### src/rtl/fnd_pkg.sv
// Shared constants for the FND scan driver: segment codes, digit states, commons.
// FND_LZ_BLANK_EN, when defined, blanks a zero in the leftmost digit.
package fnd_pkg;

  typedef enum logic [1:0] {
    DIG0 = 2'd0,
    DIG1 = 2'd1,
    DIG2 = 2'd2,
    DIG3 = 2'd3
  } dig_e;

  localparam logic [6:0] SEG_0    = 7'h3F;
  localparam logic [6:0] SEG_1    = 7'h06;
  localparam logic [6:0] SEG_2    = 7'h5B;
  localparam logic [6:0] SEG_3    = 7'h4F;
  localparam logic [6:0] SEG_4    = 7'h66;
  localparam logic [6:0] SEG_5    = 7'h6D;
  localparam logic [6:0] SEG_6    = 7'h7D;
  localparam logic [6:0] SEG_7    = 7'h07;
  localparam logic [6:0] SEG_8    = 7'h7F;
  localparam logic [6:0] SEG_9    = 7'h6F;
  localparam logic [6:0] SEG_DASH = 7'h40;

  localparam logic [7:0] SEG_OFF  = 8'hFF;
  localparam logic [3:0] COM_OFF  = 4'b1111;

endpackage

### src/rtl/fnd_scan_bcd2seg.sv
// BCD to seven-segment decoder, {g,f,e,d,c,b,a} active-high.
// Non-decimal codes show a dash.
module bcd2seg
  import fnd_pkg::*;
(
  input  logic [3:0] bcd_i,
  output logic [6:0] seg_o
);

  always_comb begin
    seg_o = SEG_DASH;
    case (bcd_i)
      4'd0:    seg_o = SEG_0;
      4'd1:    seg_o = SEG_1;
      4'd2:    seg_o = SEG_2;
      4'd3:    seg_o = SEG_3;
      4'd4:    seg_o = SEG_4;
      4'd5:    seg_o = SEG_5;
      4'd6:    seg_o = SEG_6;
      4'd7:    seg_o = SEG_7;
      4'd8:    seg_o = SEG_8;
      4'd9:    seg_o = SEG_9;
      default: seg_o = SEG_DASH;
    endcase
  end

endmodule

### src/rtl/fnd_scan.sv
// Four-digit multiplexed FND scan driver with blanking guard per slot.
// Define FND_LZ_BLANK_EN to blank a leading zero in the leftmost digit.
module fnd_scan
  import fnd_pkg::*;
#(
  parameter int SCAN_DIV  = 50000,
  parameter int BLANK_CYC = 500
) (
  input  logic       rst,
  input  logic       clk,
  input  logic       done_hi,
  input  logic [3:0] bcd_hh,
  input  logic [3:0] bcd_hl,
  input  logic       done_lo,
  input  logic [3:0] bcd_lh,
  input  logic [3:0] bcd_ll,
  input  logic       colon_on,
  output logic [7:0] seg,
  output logic [3:0] com
);

  localparam int CW = $clog2(SCAN_DIV);
  localparam logic [CW-1:0] LAST = CW'(SCAN_DIV - 1);
  localparam logic [CW-1:0] BLK  = CW'(BLANK_CYC);

  logic [CW-1:0]   cnt_q, cnt_d;
  dig_e            state_q, state_d;
  logic [3:0][3:0] d_q, d_d;
  logic [3:0]      cur_q, cur_d;
  logic            dp_q, dp_d;
  logic [7:0]      seg_q, seg_d;
  logic [3:0]      com_q, com_d;
  logic [6:0]      seg7;

  bcd2seg u_dec (
    .bcd_i (cur_q),
    .seg_o (seg7)
  );

  always_comb begin
    cnt_d   = (cnt_q == LAST) ? '0 : cnt_q + CW'(1);
    state_d = state_q;
    if (cnt_q == LAST)
      state_d = dig_e'(state_q + 2'd1);

    d_d = d_q;
    if (done_hi) begin
      d_d[3] = bcd_hh;
      d_d[2] = bcd_hl;
    end
    if (done_lo) begin
      d_d[1] = bcd_lh;
      d_d[0] = bcd_ll;
    end

    // Latch the slot's digit once so mid-slot loads wait for the next visit.
    cur_d = cur_q;
    dp_d  = dp_q;
    if (cnt_q == '0) begin
      cur_d = d_q[state_q];
      dp_d  = colon_on && (state_q == DIG2);
    end

    com_d = COM_OFF;
    seg_d = SEG_OFF;
    if (cnt_q >= BLK) begin
      com_d[state_q] = 1'b0;
      seg_d = ~{dp_q, seg7};
`ifdef FND_LZ_BLANK_EN
      if (state_q == DIG3 && cur_q == 4'd0)
        seg_d = SEG_OFF;
`else
`endif
    end
  end

  always_ff @(posedge clk or negedge rst) begin
    if (!rst) begin
      cnt_q   <= '0;
      state_q <= DIG0;
      d_q     <= '0;
      cur_q   <= '0;
      dp_q    <= 1'b0;
      seg_q   <= SEG_OFF;
      com_q   <= COM_OFF;
    end else begin
      cnt_q   <= cnt_d;
      state_q <= state_d;
      d_q     <= d_d;
      cur_q   <= cur_d;
      dp_q    <= dp_d;
      seg_q   <= seg_d;
      com_q   <= com_d;
    end
  end

  assign seg = seg_q;
  assign com = com_q;

endmodule

### config.mk
export PLATFORM = sky130hd
export DESIGN_NAME = fnd_scan
export DESIGN_NICKNAME = d
export VERILOG_FILES = /design/src/rtl/fnd_pkg.sv /design/src/rtl/fnd_scan_bcd2seg.sv /design/src/rtl/fnd_scan.sv
export SDC_FILE = /design/constraint.sdc
export NUM_CORES = 1
export LEC_CHECK = 0
export BUFFER_PORTS_ARGS = -buffer_cell sky130_fd_sc_hd__buf_2
export CAP_MARGIN = 20
export CORE_MARGIN = 2
export CORE_UTILIZATION = 51
export CTS_CLUSTER_SIZE = 24
export DETAILED_ROUTE_END_ITERATION = 7
export GPL_ROUTABILITY_DRIVEN = 0
export MAX_ROUTING_LAYER = met4
export PLACE_DENSITY = 0.84
export SLEW_MARGIN = 5
export SYNTH_ARGS = -nofsm -noshare
export SYNTH_HDL_FRONTEND = slang
export SYNTH_SLANG_ARGS = --single-unit
### constraint.sdc
create_clock -name clk -period 1.78 [get_ports clk]
set_input_delay 0.089 -clock clk [delete_from_list [all_inputs] [get_ports clk]]
set_output_delay 0.089 -clock clk [all_outputs]
set_load 0.02 [all_outputs]
After elaboration in Yosys (flattened, before gate mapping)
Memory sizes are Yosys's and may differ from the RTL's.
Index checks and enable logic that the tools add are counted.
- input bits: 21
- output and inout bits: 12
- register bits: 51
- memory bits (read-only): 112
- memories: 1
- memory list (memory ; words ; width ; rd ports ; clocked after memory_dff ; write ports ; RTL line ; RTL):
    (no name shown) ; 16 ; 7 ; 1 ; 0 ; 0 ; fnd_scan_bcd2seg.sv:12 ; case (bcd_i)
- order comparisons: 3
- equal/unequal tests: 2
- bitwise logic cells: 2
- add/sub/neg operators: 2
- muxes and demuxes: 7
- reduce and logical (&&, ||, !) cells: 3
- operators by type and width (operator ; number):
    $add 16x1->16 const B ; 1
    $eq 16x16->1 const B ; 1
    $ge 16x9->1 const B ; 1
    $logic_not 16->1 ; 1
    $mux 16 ; 1
    $bmux 4 s2 ; 1
    $mux 4 ; 2
    $mux 8 ; 1
    $not 8->8 ; 1
    $not 4->4 ; 1
    $lt 2x3->1 const B ; 1
    $add 2x1->2 const B ; 1
    $demux 1 s2 ; 1
    $eq 2x2->1 const B ; 1
    $ge 2x1->1 const B ; 1
    $logic_and 1x1->1 ; 2
    $mux 1 ; 1

Depth between registers and ports, before layout
- depth in word-level cells: 6
- mapped depth: 6
- mapped depth without buffers: 6

Cells and area by module
A second synthesis with hierarchy kept.
- cells, all modules: 198
- area, all modules: 2448.6 um^2
- modules (own cells, without submodules) (module ; cells each ; seq. area each (um^2) ; times used ; area each (um^2)):
    fnd_scan ; 169 ; 1291.2 ; 1 ; 2223.4
    bcd2seg ; 29 ; 0.0 ; 1 ; 225.2

Least setup slack after synthesis
OpenSTA, ideal clock, no wires.
- path kind: reg-to-reg
- start: register cnt_q[10]
- end: register cur_q[0]
- data required time: 1653 ps
- cell stages (with the launch flop): 6
- arrival: 1530 ps
- path slack: 123 ps
- cells stage by stage: dfrtp_1 > nor4_2 > nor4b_2 > and3_1 > buf_4 > mux2_1
- longest elaborated chain between the ends: 1
- ends and longest elaborated chain (what ; RTL line ; RTL):
    from (decl) ; fnd_scan.sv:26 ; logic [CW-1:0] cnt_q, cnt_d;
    from (signal assigned) ; fnd_scan.sv:87 ; cnt_q <= cnt_d;
    $logic_not 16->1 ; fnd_scan.sv:59 ; if (cnt_q == '0) begin
    to (signal assigned) ; fnd_scan.sv:90 ; cur_q <= cur_d;
    to (decl) ; fnd_scan.sv:29 ; logic [3:0] cur_q, cur_d;
No other way between the ends.
A chain may end at the register's enable or synchronous reset.

Final worst setup path
- start: register cnt_q[10]
- end: register cur_q[1]
Same word-level chain as after synthesis.

==> flow_metrics.py <==
metrics = {
    "power": {
        "power.switching_uw": 459,
        "pwr-share-seq_pct": 60.9,
        "intPower_mw": 1.56,
        "p_comb_share_pct": 7.2,
        "p_total_mw": 2.02,
        "leakage_nw": 1.22,
        "p_clk_share_pct": 31.9,
        "ir_drop_v": 0.000654,
        "p_sw_share_pct": 22.7,
        "powerDensity_nw_per_um2": 736,
    },
    "timing": {
        "fin_ws_ns": 0.0838,
        "setup_viol": 0,
        "slew_violations": 0,
        "max_freq_ghz": 0.590,
        "fin_crit_sh_pct": 95.3,
        "hold_viol": 0,
        "finClkSkew_ns": 0.0108,
        "min_period_ns": 1.70,
        "worst_pin_slew_ns": 0.512,
        "tns_ns": 0,
        "slew_headroom_pct": 65.9,
    },
    "worst_setup_path": {
        "critPathLaunchType": "flip-flop",
        "cp.arrival_ns": 1.89,
        "worstPathMaxFanout": 5,
        "cpPeakStageDelay_ns": 0.40,
        "cp_slowest_cell": "dfrtp_1",
        "startpoint": "cnt_q[10]$_DFF_PN0_",
        "crit_path_end": "cur_q[1]$_DFFE_PN0N_",
        "crit_type": "flip-flop to flip-flop",
        "reg2reg_from": "cnt_q[10]$_DFF_PN0_",
        "cp-end-kind": "flip-flop",
        "r2r-end": "cur_q[1]$_DFFE_PN0N_",
        "cp_cell_sequence": "nor4_2 > nor4b_4 > and3_4 > mux2_1",
        "r2r.worst_path.cells": 4,
        "r2r_slack_ns": 0.08,
        "critPathRequiredTime_ns": 1.98,
    },
    "run_status": {
        "status": "completed",
    },
    "routing": {
        "wl_um": 4100,
        "drt_iter0_markers": 70,
        "vias": 1543,
        "wl_per_cell_um": 14.3,
        "drcViolationCount": 0,
        "routed_via_density": 5.38,
        "ant_nets": 0,
        "drt-pass1-iter-count": 4,
    },
    "yosys": {
        "syn_area_per_cell_um2": 12.2,
        "yosys.area_share.simple_pct": 12.9,
        "seq_area_frac_synth_pct": 55.0,
        "synth_xor_area_share_pct": 5.23,
        "synthTopCellsByArea": "dfrtp_1 (42%), dfstp_2 (13%), mux2_2 (8.2%), ha_1 (5.9%), mux4_2 (3.8%)",
        "synth_adder_area_share_pct": 5.87,
        "synth_ff_type": "dfrtp_1",
        "synth-edff-count": 0,
        "ys_ff_latch": 51,
        "synth-compound-area-share_pct": 3.04,
        "muxShareOfSynthArea_pct": 14.3,
        "synth_warnings": 0,
        "synth_cells": 192,
        "synth_top_cell_area_share_pct": 41.6,
        "netlist_area_um2": 2350,
        "synth_top_family_by_area": "multiplexers",
        "synth_area_leader_cell": "dfrtp_1",
        "ys_async_sr_fraction_pct": 100,
        "yosysUniqueCellTypes": 33,
        "synth_fp_nets": 224,
    },
    "final_layout": {
        "final_common_cell": "dfrtp_1",
        "final_cells": 287,
        "drive_above_1_share_pct": 35.7,
        "multi_input_comb_area_um2": 985,
        "fin_nets": 266,
        "regArea_um2": 1290,
        "num_antenna_cells": 0,
        "fillCellCount": 338,
        "area.growth.synth_to_final_pct": 16.8,
        "final_cell_mix": "dfrtp_1 (39), buf_2 (32), nor2_1 (17), mux2_2 (17)",
    },
    "global_route": {
        "grt_pass1_vias": 1491,
        "grt_max_degree": 30,
        "grt_pass1_wl_um": 6890,
        "grt_usage_pct": 18.3,
        "grt_overflow": 0,
        "antenna_found_initial": 0,
    },
    "placed_design": {
        "io_buffer_count": 32,
        "placedCellCount": 275,
        "dp_slack_ns": -0.0181,
        "dp_hpwl_um": 2980,
    },
    "floorplan": {
        "start_util_pct": 53.5,
        "core_area_um2": 4380,
        "fp.dieW_um": 71.8,
        "rows": 24,
        "dieArea_um2": 5160,
        "pin_count": 33,
        "dieHeight_um": 71.8,
    },
    "clocking": {
        "cts_setup_buffers": 0,
        "cts_made_buffers": 5,
        "insertion_delay_ns": 0.31,
        "root_buffer": "clkbuf_8",
        "cts_max_level": 2,
        "cts.sinks": 51,
        "cts_buffer_depth": 2,
        "cts_tree": "built",
        "path_clk_slew_ns": 0.09,
    },
    "worst_hold_path": {
        "hold_class": "primary input to flip-flop",
    },
    "run": {
        "drv_cap": 0,
    },
}
-- worst min-delay path by stage --
stage                     startpoint             endpoint  slack [ns]  depth (start not counted)
after floorplan                  rst   cnt_q[0]$_DFF_PN0_       -0.21                          0
after global placement           rst  d_q[12]$_DFFE_PN0P_        0.08                          1
after detailed placement         rst   d_q[8]$_DFFE_PN0P_        0.09                          1
after CTS                  bcd_hh[1]  d_q[13]$_DFFE_PN0P_      0.0006                          2
after global routing       bcd_hl[0]   d_q[8]$_DFFE_PN0P_       0.005                          2
final                      bcd_hl[3]  d_q[11]$_DFFE_PN0P_        0.01                          2
-- layer usage --
metal	vias up	part of all wire, %	wire length (um)	track usage, %
met5	-	0	0	-
met4	0	2.6	105	7.97
met3	10	2.8	115	5.20
met2	30	51	2070	27.7
met1	760	44	1810	23.1
li1	743	-	-	-
-- logic make-up (layout without fill, tap and decap cells) --
| logic type | count (synthesis) | count (layout) |
|---|---|---|
| buffers and inverters | 20 | 63 |
| XOR/XNOR | 14 | 14 |
| adder cells (fa/ha/maj) | 11 | 11 |
| AND/OR/NAND/NOR | 57 | 57 |
| multiplexers | 26 | 26 |
| flip-flops | 51 | 51 |
| AO/OA/AOI/OAI | 13 | 13 |
-- flip-flops by register name, indices dropped and copies added (netlist names) --
| name | flops |
|---|---|
| cur_q | 4 |
| dp_q | 1 |
| seg | 8 |
| com | 4 |
| state_q | 2 |
| d_q | 16 |
| cnt_q | 16 |
-- what timing repair did --
item,CTS,global route
endpoints found under the hold margin,10,3
resized for setup,1,2
setup endpoints to repair,2,4
hold buffers,1,3
-- critical path, delay by kind of cell (launching register included) --
kind	cells	cell delay, ns
and+or+nand+nor	3	0.87
DFF	1	0.40
muxes	1	0.33
-- power groups by stage --
stage	clock network, mW	logic (mW)	registers [mW]
6_report	0.643	0.145	1.23
3_3_place_gp	0	0.135	1.25
5_1_grt	0.704	0.165	1.24
4_1_cts	0.660	0.144	1.23
2_1_floorplan	0	0.0864	1.24
3_5_place_dp	0	0.141	1.25
-- synth_stat cells (3+ instances only) --
master,number
a21oi_1,5
clkbuf_1,6
dfrtp_1,39
dfstp_2,12
ha_1,11
inv_1,11
mux2_1,4
mux2_2,17
mux4_2,4
nand2_1,12
nand3_1,5
nand4_1,5
nor2_1,17
nor3_1,3
o21ai_0,5
xnor2_1,10
xor2_1,4
-- metrics by stage --
stage	hold WS [ns]	utilization [%]	area [um^2]
floorplan	-0.207	-	2350
global placement	0.0779	59.3	2600
detailed placement	0.0888	59.3	2600
CTS	0.000630	61.5	2700
global route	0.00465	62.5	2740
finish	0.0104	62.5	2740
-- final cells by class --
class                   count  share of cell area (%)
repair buffers             44                    9.95
flip-flops and latches     51                    47.1
well taps                  52                    2.37
clock buffers               6                    2.65
inverters                  11                    1.51
multi-input cells         121                    35.9
clock inverters             2                   0.457
Note: power is estimated with default switching activity, not from simulation.
